===== src/rtl/rr_arbiter4_if.sv =====
// Request/grant bundle between the four requesters and the round-robin arbiter.
// The arbiter connects through the slave modport; the requester side uses master.
interface rr_arbiter4_if;
  logic [3:0] req;
  logic [3:0] gnt;
  logic       gnt_valid;
  logic       gnt_new;
  logic [1:0] owner_idx;

  modport master (output req, input gnt, gnt_valid, gnt_new, owner_idx);
  modport slave  (input req, output gnt, gnt_valid, gnt_new, owner_idx);
endinterface


===== src/rtl/rr_arbiter4.sv =====
// 4-requester round-robin arbiter with grant hold and hold-timeout pre-emption.
// The grant is registered and is always one-hot or all-zero.
module rr_arbiter4 #(
  parameter int unsigned MAX_HOLD = 16,
  parameter int unsigned HOLD_W   = 5
) (
  input  logic         clk,
  input  logic         rst_n,
  rr_arbiter4_if.slave bus
);

  typedef enum logic [0:0] {IDLE = 1'b0, GRANT = 1'b1} state_e;

  localparam logic [HOLD_W-1:0] HOLD_MAX = HOLD_W'(MAX_HOLD);
  localparam logic [HOLD_W-1:0] HOLD_ONE = HOLD_W'(1);
  localparam logic [HOLD_W-1:0] HOLD_SAT = (MAX_HOLD != 32'd0) ? HOLD_MAX : {HOLD_W{1'b1}};

  // Returns {found, index}: first set bit of mask searching upward from ptr+1, wrapping.
  function automatic logic [2:0] pick(input logic [3:0] mask, input logic [1:0] ptr);
    logic [2:0] res;
    logic [1:0] cand;
    res = 3'b000;
    for (int i = 4; i >= 1; i--) begin
      cand = ptr + 2'(i);
      if (mask[cand]) begin
        res = {1'b1, cand};
      end
    end
    return res;
  endfunction

  function automatic logic [1:0] enc(input logic [3:0] oh);
    logic [1:0] idx;
    case (oh)
      4'b0010: idx = 2'd1;
      4'b0100: idx = 2'd2;
      4'b1000: idx = 2'd3;
      default: idx = 2'd0;
    endcase
    return idx;
  endfunction

  state_e            state_q, state_d;
  logic [3:0]        gnt_q, gnt_d;
  logic              gnt_valid_q, gnt_valid_d;
  logic              gnt_new_q, gnt_new_d;
  logic [1:0]        owner_idx_q, owner_idx_d;
  logic [1:0]        last_ptr_q, last_ptr_d;
  logic [HOLD_W-1:0] hold_cnt_q, hold_cnt_d;

  logic [3:0] others_s;
  logic [3:0] pick_mask_s;
  logic [2:0] pick_s;
  logic       released_s;
  logic       timeout_s;
  logic       take_s;
  logic       drop_s;

  // Next-state logic: release beats timeout, and a handover never inserts an idle cycle.
  always_comb begin
    state_d     = state_q;
    gnt_d       = gnt_q;
    last_ptr_d  = last_ptr_q;
    hold_cnt_d  = hold_cnt_q;
    gnt_new_d   = 1'b0;
    take_s      = 1'b0;
    drop_s      = 1'b0;
    others_s    = bus.req & ~gnt_q;
    released_s  = ((bus.req & gnt_q) == 4'b0000);
    timeout_s   = (MAX_HOLD != 32'd0) && (hold_cnt_q == HOLD_MAX);
    pick_mask_s = (state_q == GRANT) ? others_s : bus.req;
    pick_s      = pick(pick_mask_s, last_ptr_q);

    case (state_q)
      IDLE: begin
        if (pick_s[2]) begin
          take_s = 1'b1;
        end else begin
          drop_s = 1'b1;
        end
      end
      GRANT: begin
        if (released_s || (timeout_s && pick_s[2])) begin
          if (pick_s[2]) begin
            take_s = 1'b1;
          end else begin
            drop_s = 1'b1;
          end
        end else if (hold_cnt_q != HOLD_SAT) begin
          hold_cnt_d = hold_cnt_q + HOLD_ONE;
        end else begin
          hold_cnt_d = hold_cnt_q;
        end
      end
      default: begin
        drop_s = 1'b1;
      end
    endcase

    if (take_s) begin
      state_d    = GRANT;
      gnt_d      = 4'b0001 << pick_s[1:0];
      last_ptr_d = pick_s[1:0];
      hold_cnt_d = HOLD_ONE;
      gnt_new_d  = 1'b1;
    end else if (drop_s) begin
      state_d    = IDLE;
      gnt_d      = 4'b0000;
      hold_cnt_d = '0;
    end else begin
      state_d    = state_q;
    end

    gnt_valid_d = |gnt_d;
    owner_idx_d = enc(gnt_d);
  end

  // State and output registers; the pointer resets to 3 so req[0] wins first.
  always_ff @(posedge clk or negedge rst_n) begin
    if (!rst_n) begin
      state_q     <= IDLE;
      gnt_q       <= 4'b0000;
      gnt_valid_q <= 1'b0;
      gnt_new_q   <= 1'b0;
      owner_idx_q <= 2'd0;
      last_ptr_q  <= 2'd3;
      hold_cnt_q  <= '0;
    end else begin
      state_q     <= state_d;
      gnt_q       <= gnt_d;
      gnt_valid_q <= gnt_valid_d;
      gnt_new_q   <= gnt_new_d;
      owner_idx_q <= owner_idx_d;
      last_ptr_q  <= last_ptr_d;
      hold_cnt_q  <= hold_cnt_d;
    end
  end

  assign bus.gnt       = gnt_q;
  assign bus.gnt_valid = gnt_valid_q;
  assign bus.gnt_new   = gnt_new_q;
  assign bus.owner_idx = owner_idx_q;

endmodule

===== src/flat_wrapper.sv =====
// flat-port wrapper written by rule: the top's interface ports become plain ports
module rr_arbiter4_flat 
#(
  parameter int unsigned MAX_HOLD = 16,
  parameter int unsigned HOLD_W   = 5
)
  (clk, rst_n, bus_req, bus_gnt, bus_gnt_valid, bus_gnt_new, bus_owner_idx);
  rr_arbiter4_if bus_i ();
  input  logic clk;
  input  logic rst_n;
  input wire logic [$bits(bus_i.req)-1:0] bus_req;
  output wire logic [$bits(bus_i.gnt)-1:0] bus_gnt;
  output wire logic [$bits(bus_i.gnt_valid)-1:0] bus_gnt_valid;
  output wire logic [$bits(bus_i.gnt_new)-1:0] bus_gnt_new;
  output wire logic [$bits(bus_i.owner_idx)-1:0] bus_owner_idx;
  assign bus_i.req = bus_req;
  assign bus_gnt = bus_i.gnt;
  assign bus_gnt_valid = bus_i.gnt_valid;
  assign bus_gnt_new = bus_i.gnt_new;
  assign bus_owner_idx = bus_i.owner_idx;
  rr_arbiter4 #(.MAX_HOLD(MAX_HOLD), .HOLD_W(HOLD_W)) u_core (.clk(clk), .rst_n(rst_n), .bus(bus_i));
endmodule

===== config.mk =====
export PLATFORM = sky130hd
export DESIGN_NAME = rr_arbiter4_flat
export DESIGN_NICKNAME = d
export VERILOG_FILES = /design/src/rtl/rr_arbiter4_if.sv /design/src/rtl/rr_arbiter4.sv /design/src/flat_wrapper.sv
export SDC_FILE = /design/constraint.sdc
export NUM_CORES = 1
export LEC_CHECK = 0
export BUFFER_PORTS_ARGS = -buffer_cell sky130_fd_sc_hd__buf_2
export CELL_PAD_IN_SITES_DETAIL_PLACEMENT = 2
export CELL_PAD_IN_SITES_GLOBAL_PLACEMENT = 2
export CORE_MARGIN = 2
export CORE_UTILIZATION = 32
export DETAILED_ROUTE_END_ITERATION = 10
export HOLD_SLACK_MARGIN = 0.05
export PLACE_DENSITY_LB_ADDON = 0.1
export SLEW_MARGIN = 10
export SYNTH_ARGS = -nofsm -noshare
export SYNTH_HDL_FRONTEND = slang
export SYNTH_SLANG_ARGS = --single-unit

===== constraint.sdc =====
create_clock -name clk -period 1.79 [get_ports clk]
set_input_delay 0.358 -clock clk [delete_from_list [all_inputs] [get_ports clk]]
set_output_delay 0.358 -clock clk [all_outputs]
set_load 0.02 [all_outputs]

# Word level (Yosys, flattened, before mapping)

Index checks and enable logic that the tools add are counted.

Register bits: 16
Bits of input ports: 6
Memories: 0
Output and inout port bits: 8
Word-level logic and storage cells: 64
Bits in writable memories: 0
Memory bits (read-only): 0
Bits in latches: 0

Equal/unequal tests: 6
Magnitude comparators: 4
Multiplexer cells: 30
Bitwise logic cells: 4
Multiply operators: 0
Shifts and indexed selects: 1
$add $sub $neg: 4
Divide/modulo/power cells: 0
Reduce and logical (&&, ||, !) cells: 8

Operators by type and width:

| kind                                                        | count |
|---|---|
| 2-to-1 mux 5 bit                                            | 5 |
| less-than comparator 2 x 3 -> 1 bit (second input constant) | 4 |
| 2-to-1 mux 3 bit                                            | 4 |
| 2-to-1 mux 4 bit                                            | 3 |
| 2-to-1 mux 1 bit                                            | 11 |
| AND 4 bit                                                   | 2 |
| binary-select mux 1 bit (select 2 bit)                      | 4 |
| case mux 2 bit (3 select lines)                             | 1 |
| nonzero test 3 bit                                          | 2 |
| adder 5 x 1 -> 5 bit (second input constant)                | 1 |
| == test 5 bit (second input constant)                       | 1 |
| != test 5 bit (second input constant)                       | 1 |
| adder 2 bit (second input constant)                         | 2 |
| == test 4 x 2 -> 1 bit (second input constant)              | 1 |
| == test 4 x 3 -> 1 bit (second input constant)              | 1 |
| == test 4 bit (second input constant)                       | 1 |
| logical NOT 4 bit                                           | 1 |
| NOT 4 bit                                                   | 1 |
| case mux 1 bit (2 select lines)                             | 2 |
| OR reduction 4 bit                                          | 1 |
| << shifter 1 x 2 -> 4 bit (first input constant)            | 1 |
| != test 3 x 1 -> 1 bit (second input constant)              | 1 |
| AND reduction 3 bit                                         | 1 |
| adder 2 x 1 -> 2 bit (second input constant)                | 1 |
| other kinds (4)                                             | 4 |

# Logic depth before layout (Yosys ltp)

Gate-level depths: netlist of the first run.

Word-level depth: 17
Depth in mapped cells: 7
Depth with buffers taken out: 7

# Least setup slack after synthesis of the first run

OpenSTA, ideal clock, no wires.

Path type: reg-to-reg
From: register u_core.last_ptr_q[0]
To: register u_core.gnt_q[2] (netlist: u_core.bus.gnt[2])
Arrival time: 1.847 ns
Required time: 1.710 ns
Library setup time: 0.080 ns
Setup slack: -0.137 ns
Path buffers: 1
Stages on the path, launching flop included: 7
Clock period less this slack: 1.927 ns
Cell sequence: dfstp_2 > buf_6 > mux2_4 > a2111oi_4 > a211o_2 > or3b_1 > o211ai_2

Longest elaborated chain between the ends: 12
Elaborated cells on any way between the ends: 26
Those cells by class: 3 x add/sub; 1 x shift; 20 x mux; 2 x reduce/logical

RTL lines:

| element                                                                    | line                                 | source |
|---|---|---|
| start, declared                                                            | rr_arbiter4.sv:48                    | `logic [1:0] last_ptr_q, last_ptr_d;` |
| start signal, assigned                                                     | rr_arbiter4.sv:134                   | `last_ptr_q <= last_ptr_d;` |
| adder 2 bit or binary-select mux 1 bit (select 2 bit) (tied branches)      | rr_arbiter4.sv:24, rr_arbiter4.sv:25 |  |
| binary-select mux 1 bit (select 2 bit) or 2-to-1 mux 1 bit (tied branches) | rr_arbiter4.sv:25                    | `if (mask[cand]) begin` |
| 2-to-1 mux 1 bit (implied by the code) or 2-to-1 mux 3 bit (tied branches) | rr_arbiter4.sv:25                    |  |
| 2-to-1 mux 3 bit (2 in a row)                                              | rr_arbiter4.sv:25                    |  |
| 2-to-1 mux 3 bit *                                                         | rr_arbiter4.sv:25                    |  |
| logical AND 1 bit                                                          | rr_arbiter4.sv:83                    | `if (released_s \|\| (timeout_s && pick_s[2])) begin` |
| logical OR 1 bit                                                           | rr_arbiter4.sv:83                    |  |
| 2-to-1 mux 1 bit                                                           | rr_arbiter4.sv:83                    |  |
| case mux 1 bit (2 select lines)                                            | rr_arbiter4.sv:74                    | `case (state_q)` |
| 2-to-1 mux 4 bit                                                           | rr_arbiter4.sv:106                   | `end else if (drop_s) begin` |
| 2-to-1 mux 4 bit *                                                         | rr_arbiter4.sv:100                   | `if (take_s) begin` |
| net u_core.gnt_d[2]                                                        | rr_arbiter4.sv:44                    | `logic [3:0] gnt_q, gnt_d;` |
| end signal, assigned                                                       | rr_arbiter4.sv:130                   | `gnt_q <= gnt_d;` |
| end, declared                                                              | rr_arbiter4.sv:44                    |  |

The timed path passes the listed nets; every way through them passes the cells marked *. The select of a mux whose other input is x is not followed.
A chain may end at the register's enable or synchronous reset.

# Worst setup path in the final report of the first run

From: register u_core.last_ptr_q[0]
To: register u_core.owner_idx_q[0] (netlist: u_core.bus.owner_idx[0])

Longest elaborated chain between the ends: 14
Elaborated cells on any way between the ends: 30
Those cells by class: 3 x add/sub; 3 x eq/ne; 1 x shift; 21 x mux; 2 x reduce/logical

RTL lines:

| element                                                                    | line                                 | source |
|---|---|---|
| adder 2 bit or binary-select mux 1 bit (select 2 bit) (tied branches)      | rr_arbiter4.sv:24, rr_arbiter4.sv:25 |  |
| binary-select mux 1 bit (select 2 bit) or 2-to-1 mux 1 bit (tied branches) | rr_arbiter4.sv:25                    |  |
| 2-to-1 mux 1 bit (implied by the code) or 2-to-1 mux 3 bit (tied branches) | rr_arbiter4.sv:25                    |  |
| 2-to-1 mux 3 bit (2 in a row)                                              | rr_arbiter4.sv:25                    |  |
| 2-to-1 mux 3 bit *                                                         | rr_arbiter4.sv:25                    |  |
| logical AND 1 bit                                                          | rr_arbiter4.sv:83                    |  |
| logical OR 1 bit                                                           | rr_arbiter4.sv:83                    |  |
| 2-to-1 mux 1 bit                                                           | rr_arbiter4.sv:83                    |  |
| case mux 1 bit (2 select lines)                                            | rr_arbiter4.sv:74                    |  |
| 2-to-1 mux 4 bit                                                           | rr_arbiter4.sv:106                   |  |
| 2-to-1 mux 4 bit *                                                         | rr_arbiter4.sv:100                   |  |
| == test 4 bit (tied with other cells)                                      | rr_arbiter4.sv:34                    | `case (oh)` |
| case mux 2 bit (3 select lines) *                                          | rr_arbiter4.sv:34                    |  |
| net u_core.owner_idx_d[0]                                                  | rr_arbiter4.sv:47                    | `logic [1:0] owner_idx_q, owner_idx_d;` |
| end signal, assigned                                                       | rr_arbiter4.sv:133                   | `owner_idx_q <= owner_idx_d;` |
| end, declared                                                              | rr_arbiter4.sv:47                    |  |

Marks and branches as above.

==> results.tsv, run 1 <==
stage	metric	value	unit
global_route	maximum number of pins on one net before global-route repair	17	
floorplanning	initial cell density of the core	0.3407	
detailed_routing	Antenna Nets Post-Route	0	
setup_path	critical path endpoint category	flip-flop	
floorplanning	Die Height	61.48	um
setup_path	slowest cell on the critical path	sky130_fd_sc_hd__dfstp_2	
yosys	count of yosys warnings during synthesis	0	
global_route	number of antenna violations at the first check in global routing	0	
timing	Final Slew Violations	0	
placement	number of buffer cells added on primary ports	13	
cells_and_area	fraction of layout cells with a size suffix above 1	0.4414	
setup_path	CP Data Required Time	2000	ps
timing	endpoints failing hold	0	
global_route	via count of the first global-routing pass	1074	
placement	post-placement cell area	1318	um2
cts	clock tree from TritonCTS	built	
detailed_routing	total number of vias	983	
cells_and_area	non-filler instance count after layout	189	
cts	total clock sinks	16	
timing	slew of the pin with the lowest slew margin	415.4	ps
placement	pre-CTS WS	-289.4	ps
timing	setup repair after global routing missed its margin	yes	
power_and_ir_drop	Power Density	1870	nW/um2
floorplanning	chip width	61.48	um
setup_path	crit-path max cell delay	630	ps
floorplanning	core area	3103	um2
cts	worst-skew pair later-pin latency	280	ps
setup_path	startpoint-to-endpoint class of the critical path	reg2reg	
setup_path	combined buffer and inverter count along the critical path	0	
yosys	Synth Instances	107	
detailed_routing	drc violations	0	
setup_path	Crit path arrival time	2240	ps
placement	weighted congestion reported at the end of routability-driven placement	0.8117	
cts	# H-tree levels	1	
global_route	Total GRT Usage	0.2040	
cells_and_area	post-layout net count	155	
cts	TritonCTS Buffers	3	
min_path	min-delay worst type	in2async	
floorplanning	FP Rows	20	
detailed_routing	number of iterations in the first detailed-routing pass	4	
detailed_routing	DRT iter0 DRCs	60	
cells_and_area	final instance area	1425	um2
timing	total of endpoints with negative setup slack in the final report	8	
cells_and_area	antenna diode count	0	
timing	Max Clk Rate	493.2	MHz
global_route	global-route wire length before repair	5547	um
setup_path	CP top delay family	compound AO/OA/AOI/OAI gates	
detailed_routing	sum of routed wire length over all layers	3434	um
yosys	count of different cell masters after synthesis	42	
outcome	run status	finished with violations	
timing	max_slew headroom	0.7224	
timing	shortest clock period the worst path allows after layout	2027	ps
global_route	overall overflow remaining after global route	0	
power_and_ir_drop	leakage power summed over all cells	0.6510	nW
placement	placed wire-length estimate after detailed placement	2709	um
floorplanning	DIE AREA	3780	um2
detailed_routing	vias per std cell	5.201	
yosys	Yosys reg bits	16	
floorplanning	num ports	14	
cells_and_area	number of filler cells placed in the layout	365	
cts	maximum count of clock buffers along a single path	2	
yosys	net count of the mapped netlist	115	
yosys	post-synth top area share	0.3314	
yosys	cell type contributing the most total cell area after synthesis	sky130_fd_sc_hd__dfrtp_1	
power_and_ir_drop	overall power after layout	0.002665	W
run	Max-cap violations	0	
detailed_routing	routed length per placed instance	18.17	um
cells_and_area	area delta synth->final	34.79	%
timing	part of the cycle the worst path needs	1.133	
power_and_ir_drop	largest voltage drop on the vdd net	0.7657	mV
setup_path	critical-path cell list	mux2_4 -> a22o_4 -> a211o_4 -> or2_4 -> o22ai_2	
placement	number of cells in the design after placement	182	
yosys	ranking of synthesized cells by area	sky130_fd_sc_hd__dfrtp_1 (33%), sky130_fd_sc_hd__dfstp_2 (5.0%), sky130_fd_sc_hd__nand3_1 (4.3%), sky130_fd_sc_hd__nand2_1 (3.6%), sky130_fd_sc_hd__nor2_1 (3.2%)	
outcome	violated checks	negative setup slack	
yosys	mean area per synthesized cell	9.881	um2
timing	final setup skew	8.951	ps
timing	final worst setup slack	-237.4	ps
yosys	portion of the post-synthesis area used by sequential elements	0.3811	
cts	clock-pin slew of the registers on the worst-case setup and hold paths	90	ps
cts	root buffer cell	sky130_fd_sc_hd__clkbuf_4	
setup_path	maximum fanout count along the critical path	7	
setup_path	type of element launching the critical path	flip-flop	
yosys	post-synthesis instance area	1057	um2
==> area by class of cell <==
class,count,area (um2),area share
multi-input cells,82,663.1,0.4653
flip-flops and latches,16,402.9,0.2827
inverters,5,18.77,0.01317
repair buffers,39,262.8,0.1844
well taps,44,55.05,0.03863
clock buffers,3,22.52,0.01580
==> worst paths after layout <==
check,start,endpoint,slack (ps),cells after the start
setup / recovery,u_core.last_ptr_q[0]$_DFFE_PN1N_,u_core.bus.owner_idx[0]$_DFF_PN0_,-240,5
hold / removal,rst_n,u_core.hold_cnt_q[2]$_DFFE_PN0P_,520,2
setup reg to reg,u_core.last_ptr_q[0]$_DFFE_PN1N_,u_core.bus.owner_idx[0]$_DFF_PN0_,-240,5
hold reg to reg,u_core.hold_cnt_q[3]$_DFFE_PN0P_,u_core.hold_cnt_q[3]$_DFFE_PN0P_,600,2
max in group asynchronous,rst_n,u_core.last_ptr_q[1]$_DFFE_PN1N_,950,2
min in group clk,u_core.hold_cnt_q[3]$_DFFE_PN0P_,u_core.hold_cnt_q[3]$_DFFE_PN0P_,600,2
==> cell usage after synthesis, drive strengths merged <==
master and count:
a211o 1, buf 4, nand2b 2, a22o 1
o2bb2ai 1, xor2 3, dfrtp 14, a21oi 4
o211a 1, nand3 9, nor3 1, a2111oi 1
o21ai 3, or2 4, mux2 4, o211ai 3
and3 1, a221o 1, o31ai 3, dfstp 2
a21boi 3, ha 2, or3 1, xnor2 3
nand2 10, a22oi 2, inv 5, a2bb2oi 1
mux2i 2, and2 1, o22ai 1, or3b 1
o31a 1, nor2 9, o221ai 2
==> cells by family (layout without fill, tap and decap cells) <==
logic type,count (synthesis),after routing,share of synthesized area
and+or+nand+nor,39,39,0.1787
muxes,6,6,0.06864
xor gates and xnor gates,6,6,0.04971
DFF,16,16,0.3811
buffers and inverters,9,47,0.04852
AOI/OAI and AO/OA,29,29,0.2497
adders and majority gates,2,2,0.02366
==> metal layers <==
metal	GRT usage	up-vias	wire, um
met3	0.03782	2	78
met2	0.3203	14	1586
met4	0.03040	0	10
li1	-	464	-
met1	0.2976	503	1758
met5	0	-	0
==> sequential cells by signal, summed over array words and instances (netlist names) <==
register              flops
u_core.hold_cnt_q         5
u_core.bus.gnt            4
u_core.bus.owner_idx      2
u_core.last_ptr_q         2
u_core.bus.gnt_new        1
u_core.bus.gnt_valid      1
u_core.state_q            1
==> layout by cell type (no fill, tap or decap), types with 2 or more instances in the layout <==
cell type                  netlist  final
sky130_fd_sc_hd__buf_4           0     25
sky130_fd_sc_hd__dfrtp_1        14     14
sky130_fd_sc_hd__buf_2           2     13
sky130_fd_sc_hd__nand3_1         9      9
sky130_fd_sc_hd__nand2_1        10      9
sky130_fd_sc_hd__nor2_1          9      8
sky130_fd_sc_hd__inv_1           5      5
sky130_fd_sc_hd__mux2_4          2      3
sky130_fd_sc_hd__xor2_1          3      3
sky130_fd_sc_hd__xnor2_1         3      3
sky130_fd_sc_hd__clkbuf_4        0      3
sky130_fd_sc_hd__a22oi_1         2      2
sky130_fd_sc_hd__a21boi_1        2      2
sky130_fd_sc_hd__nand2b_1        2      2
sky130_fd_sc_hd__o221ai_1        2      2
sky130_fd_sc_hd__o211ai_2        2      2
sky130_fd_sc_hd__a21oi_1         4      2
sky130_fd_sc_hd__o21ai_2         2      2
sky130_fd_sc_hd__o31ai_1         3      2
sky130_fd_sc_hd__or2_4           1      2
sky130_fd_sc_hd__ha_1            2      2
sky130_fd_sc_hd__dfstp_2         2      2
==> power breakdown <==
group | internal (W) | switching [W]
Clock | 0.0000781 | 0.000108
Combinational | 0.000869 | 0.000956
Sequential | 0.000518 | 0.000137
==> stage by stage <==
stage	util	hold WS, ps	setup TNS (ps)
2_1_floorplan	-	62.41	-383.0
3_3_place_gp	0.4246	291.7	-1305
3_5_place_dp	0.4246	292.4	-1700
4_1_cts	0.4508	519.0	-1343
5_1_grt	0.4593	536.4	-2122
6_report	0.4593	517.2	-1458
==> timing repair <==
| action | CTS | global route |
|---|---|---|
| setup buffers | 2 | 1 |
| endpoints found under the hold margin | 14 | 0 |
| hold buffers | 1 | 0 |
| gates resized for setup | 7 | 3 |
| endpoints found under the setup margin | 8 | 11 |
| pin swaps | 3 | 1 |
(Power assumes the default switching activity.)
==> run 2, diff against run 1 <==
--- a/config.mk
+++ b/config.mk
@@ -6,14 +6,13 @@
 export NUM_CORES = 1
 export LEC_CHECK = 0
 export BUFFER_PORTS_ARGS = -buffer_cell sky130_fd_sc_hd__buf_2
-export CELL_PAD_IN_SITES_DETAIL_PLACEMENT = 2
-export CELL_PAD_IN_SITES_GLOBAL_PLACEMENT = 2
 export CORE_MARGIN = 2
-export CORE_UTILIZATION = 32
+export CORE_UTILIZATION = 50
 export DETAILED_ROUTE_END_ITERATION = 10
 export HOLD_SLACK_MARGIN = 0.05
 export PLACE_DENSITY_LB_ADDON = 0.1
-export SLEW_MARGIN = 10
+export REMOVE_ABC_BUFFERS = 1
+export SLEW_MARGIN = 5
 export SYNTH_ARGS = -nofsm -noshare
 export SYNTH_HDL_FRONTEND = slang
 export SYNTH_SLANG_ARGS = --single-unit
==> run 2 against run 1 <==
  * The run still ends with negative setup slack left
  * Clock skew fell by 6.5 ps
  * Largest cell class unchanged
  * Flip-flop and latch count unchanged
  * Critical path type unchanged
  * Via count is 5.7% lower
  * Final cell count down 12%
  * First-iteration DRC count shrank 62%
  * Setup slack better by 21 ps
  * Hold slack worse by 13 ps
  * Global-route usage up 1.1 points
  * Core utilization increased by 22 points
  * Critical path depth is the same
  * Maximum frequency grew 1.0%
  * Power decreased by 7.4%
==> results.tsv, run 2 (synthesis results as in run 1) <==
stage	metric	value	unit	change
outcome	run status	finished with violations		
outcome	violated checks	negative setup slack		
floorplanning	Die Height	49.99	um	-19%
placement	number of buffer cells added on primary ports	13		unchanged
timing	Max Clk Rate	498.4	MHz	+1.0%
timing	max_slew headroom	0.7257		+0.003265
global_route	via count of the first global-routing pass	924		-14%
timing	slew of the pin with the lowest slew margin	410.6	ps	-4.888 ps
setup_path	Crit path arrival time	2210	ps	-30 ps
min_path	min-delay worst type	in2async		
timing	setup repair after global routing missed its margin	yes		
timing	total of endpoints with negative setup slack in the final report	8		unchanged
floorplanning	DIE AREA	2499	um2	-34%
timing	endpoints failing hold	0		unchanged
placement	placed wire-length estimate after detailed placement	1815	um	-33%
cts	total clock sinks	16		unchanged
cells_and_area	leading cell type in the layout, fill and taps excluded	sky130_fd_sc_hd__buf_4		
cts	# H-tree levels	1		unchanged
cells_and_area	final design utilization	0.6755		+0.2162
detailed_routing	DRT iter0 DRCs	23		-62%
detailed_routing	drc violations	0		unchanged
floorplanning	FP Rows	16		-20%
cells_and_area	post-layout net count	149		-3.9%
floorplanning	num ports	14		unchanged
cts	worst-skew pair later-pin latency	280	ps	about the same
global_route	number of antenna violations at the first check in global routing	0		unchanged
setup_path	type of element launching the critical path	flip-flop		
setup_path	CP Data Required Time	1990	ps	about the same
power_and_ir_drop	largest voltage drop on the vdd net	1.010	mV	+32%
timing	part of the cycle the worst path needs	1.121		-0.01173
floorplanning	initial cell density of the core	0.5335		+0.1927
timing	shortest clock period the worst path allows after layout	2006	ps	-20.99 ps
detailed_routing	sum of routed wire length over all layers	2294	um	-33%
floorplanning	chip width	49.99	um	-19%
cts	clock-pin slew of the registers on the worst-case setup and hold paths	90	ps	about the same
detailed_routing	total number of vias	927		-5.7%
cells_and_area	register with the most flip-flops	u_core.hold_cnt_q		
power_and_ir_drop	Power Density	1843	nW/um2	-1.4%
cts	root buffer cell	sky130_fd_sc_hd__clkbuf_4		
run	Max-cap violations	0		unchanged
global_route	Total GRT Usage	0.2151		+0.01106
power_and_ir_drop	leakage power summed over all cells	0.6259	nW	-3.9%
floorplanning	core area	1982	um2	-36%
timing	final worst setup slack	-216.4	ps	+20.99 ps
setup_path	critical path endpoint category	flip-flop		
cells_and_area	commonest non-fill, non-tap cells in the layout	sky130_fd_sc_hd__buf_4 (18), sky130_fd_sc_hd__dfrtp_1 (14), sky130_fd_sc_hd__buf_2 (13)		
cells_and_area	antenna diode count	0		unchanged
detailed_routing	vias per std cell	5.551		+6.7%
setup_path	maximum fanout count along the critical path	6		-1
global_route	global-route wire length before repair	4133	um	-25%
cells_and_area	fraction of layout cells with a size suffix above 1	0.3929		-0.04852
cts	maximum count of clock buffers along a single path	2		unchanged
timing	final setup skew	2.467	ps	-6.484 ps
cts	TritonCTS Buffers	3		unchanged
timing	post-route setup TNS	-1423	ps	+34.87 ps
global_route	overall overflow remaining after global route	0		unchanged
timing	Final Slew Violations	0		unchanged
global_route	maximum number of pins on one net before global-route repair	17		unchanged
cells_and_area	Largest register FFs	5		unchanged
detailed_routing	Antenna Nets Post-Route	0		unchanged
detailed_routing	number of iterations in the first detailed-routing pass	4		unchanged
timing	Min Hold Slack	504.6	ps	-12.58 ps
cells_and_area	area delta synth->final	26.63	%	
detailed_routing	routed length per placed instance	13.74	um	-24%
placement	weighted congestion reported at the end of routability-driven placement	0.8677		+6.9%
setup_path	startpoint-to-endpoint class of the critical path	reg2reg		
cts	clock tree from TritonCTS	built		
run 2: what timing repair did:
item                       in CTS  in global routing
gates resized for setup         1                  5
pin swaps                       3                  5
hold endpoints to repair       14                  0
hold buffers                    1                  0
setup endpoints to repair       8                 10
buffers inserted                1                  1
run 2: area by class of cell:
cell class / count / area (um2)
clock buffers: 4 / 36.28
repair buffers: 33 / 221.5
flip-flops and latches: 16 / 402.9
fillers: 177 / 643.1
well taps: 27 / 33.78
inverters: 5 / 18.77
multi-input cells: 82 / 625.6
run 2: final timing paths:
path,from,end,slack (ps),cells past startpoint
worst max register to register,u_core.last_ptr_q[0]$_DFFE_PN1N_,u_core.last_ptr_q[0]$_DFFE_PN1N_,-220,5
worst min-delay path,rst_n,u_core.hold_cnt_q[2]$_DFFE_PN0P_,500,2
min in group clk,u_core.last_ptr_q[1]$_DFFE_PN1N_,u_core.last_ptr_q[1]$_DFFE_PN1N_,510,2
max in group asynchronous,rst_n,u_core.last_ptr_q[0]$_DFFE_PN1N_,980,2
worst min register to register,u_core.last_ptr_q[1]$_DFFE_PN1N_,u_core.last_ptr_q[1]$_DFFE_PN1N_,510,2
worst max-delay path,u_core.last_ptr_q[0]$_DFFE_PN1N_,u_core.last_ptr_q[0]$_DFFE_PN1N_,-220,5
run 2: critical path, stage by stage, from the launching register on:
cell and delay (ps):
sky130_fd_sc_hd__dfstp_2 620, sky130_fd_sc_hd__mux2_4 320, sky130_fd_sc_hd__a22o_4 270, sky130_fd_sc_hd__a211o_2 330, sky130_fd_sc_hd__or2_4 250, sky130_fd_sc_hd__o21ai_2 150
run 2: layer usage:
metal,vias up,share of wire,global-route usage
met4,0,0.021,0.08796
met1,453,0.44,0.2703
met3,4,0.024,0.02121
met5,-,0,0
li1,456,-,-
met2,14,0.51,0.3728
run 2: metrics by stage:
| step | total power [W] | instance area, um2 | worst slack (ps) | std cells |
|---|---|---|---|---|
| floorplan | 0.001596 | 1025 | -201.2 | 103 |
| detailed placement | 0.002139 | 1251 | -268.0 | 160 |
| global placement | 0.002099 | 1251 | -189.1 | 160 |
| finish | 0.002468 | 1339 | -216.4 | 167 |
| global route | 0.002674 | 1339 | -298.2 | 167 |
| CTS | 0.002411 | 1310 | -215.0 | 166 |
run 2: report_power, final:
| group | internal (W) | switching, W |
|---|---|---|
| Sequential | 0.000518 | 0.000137 |
| Combinational | 0.000771 | 0.000810 |
| Clock | 0.000124 | 0.000107 |
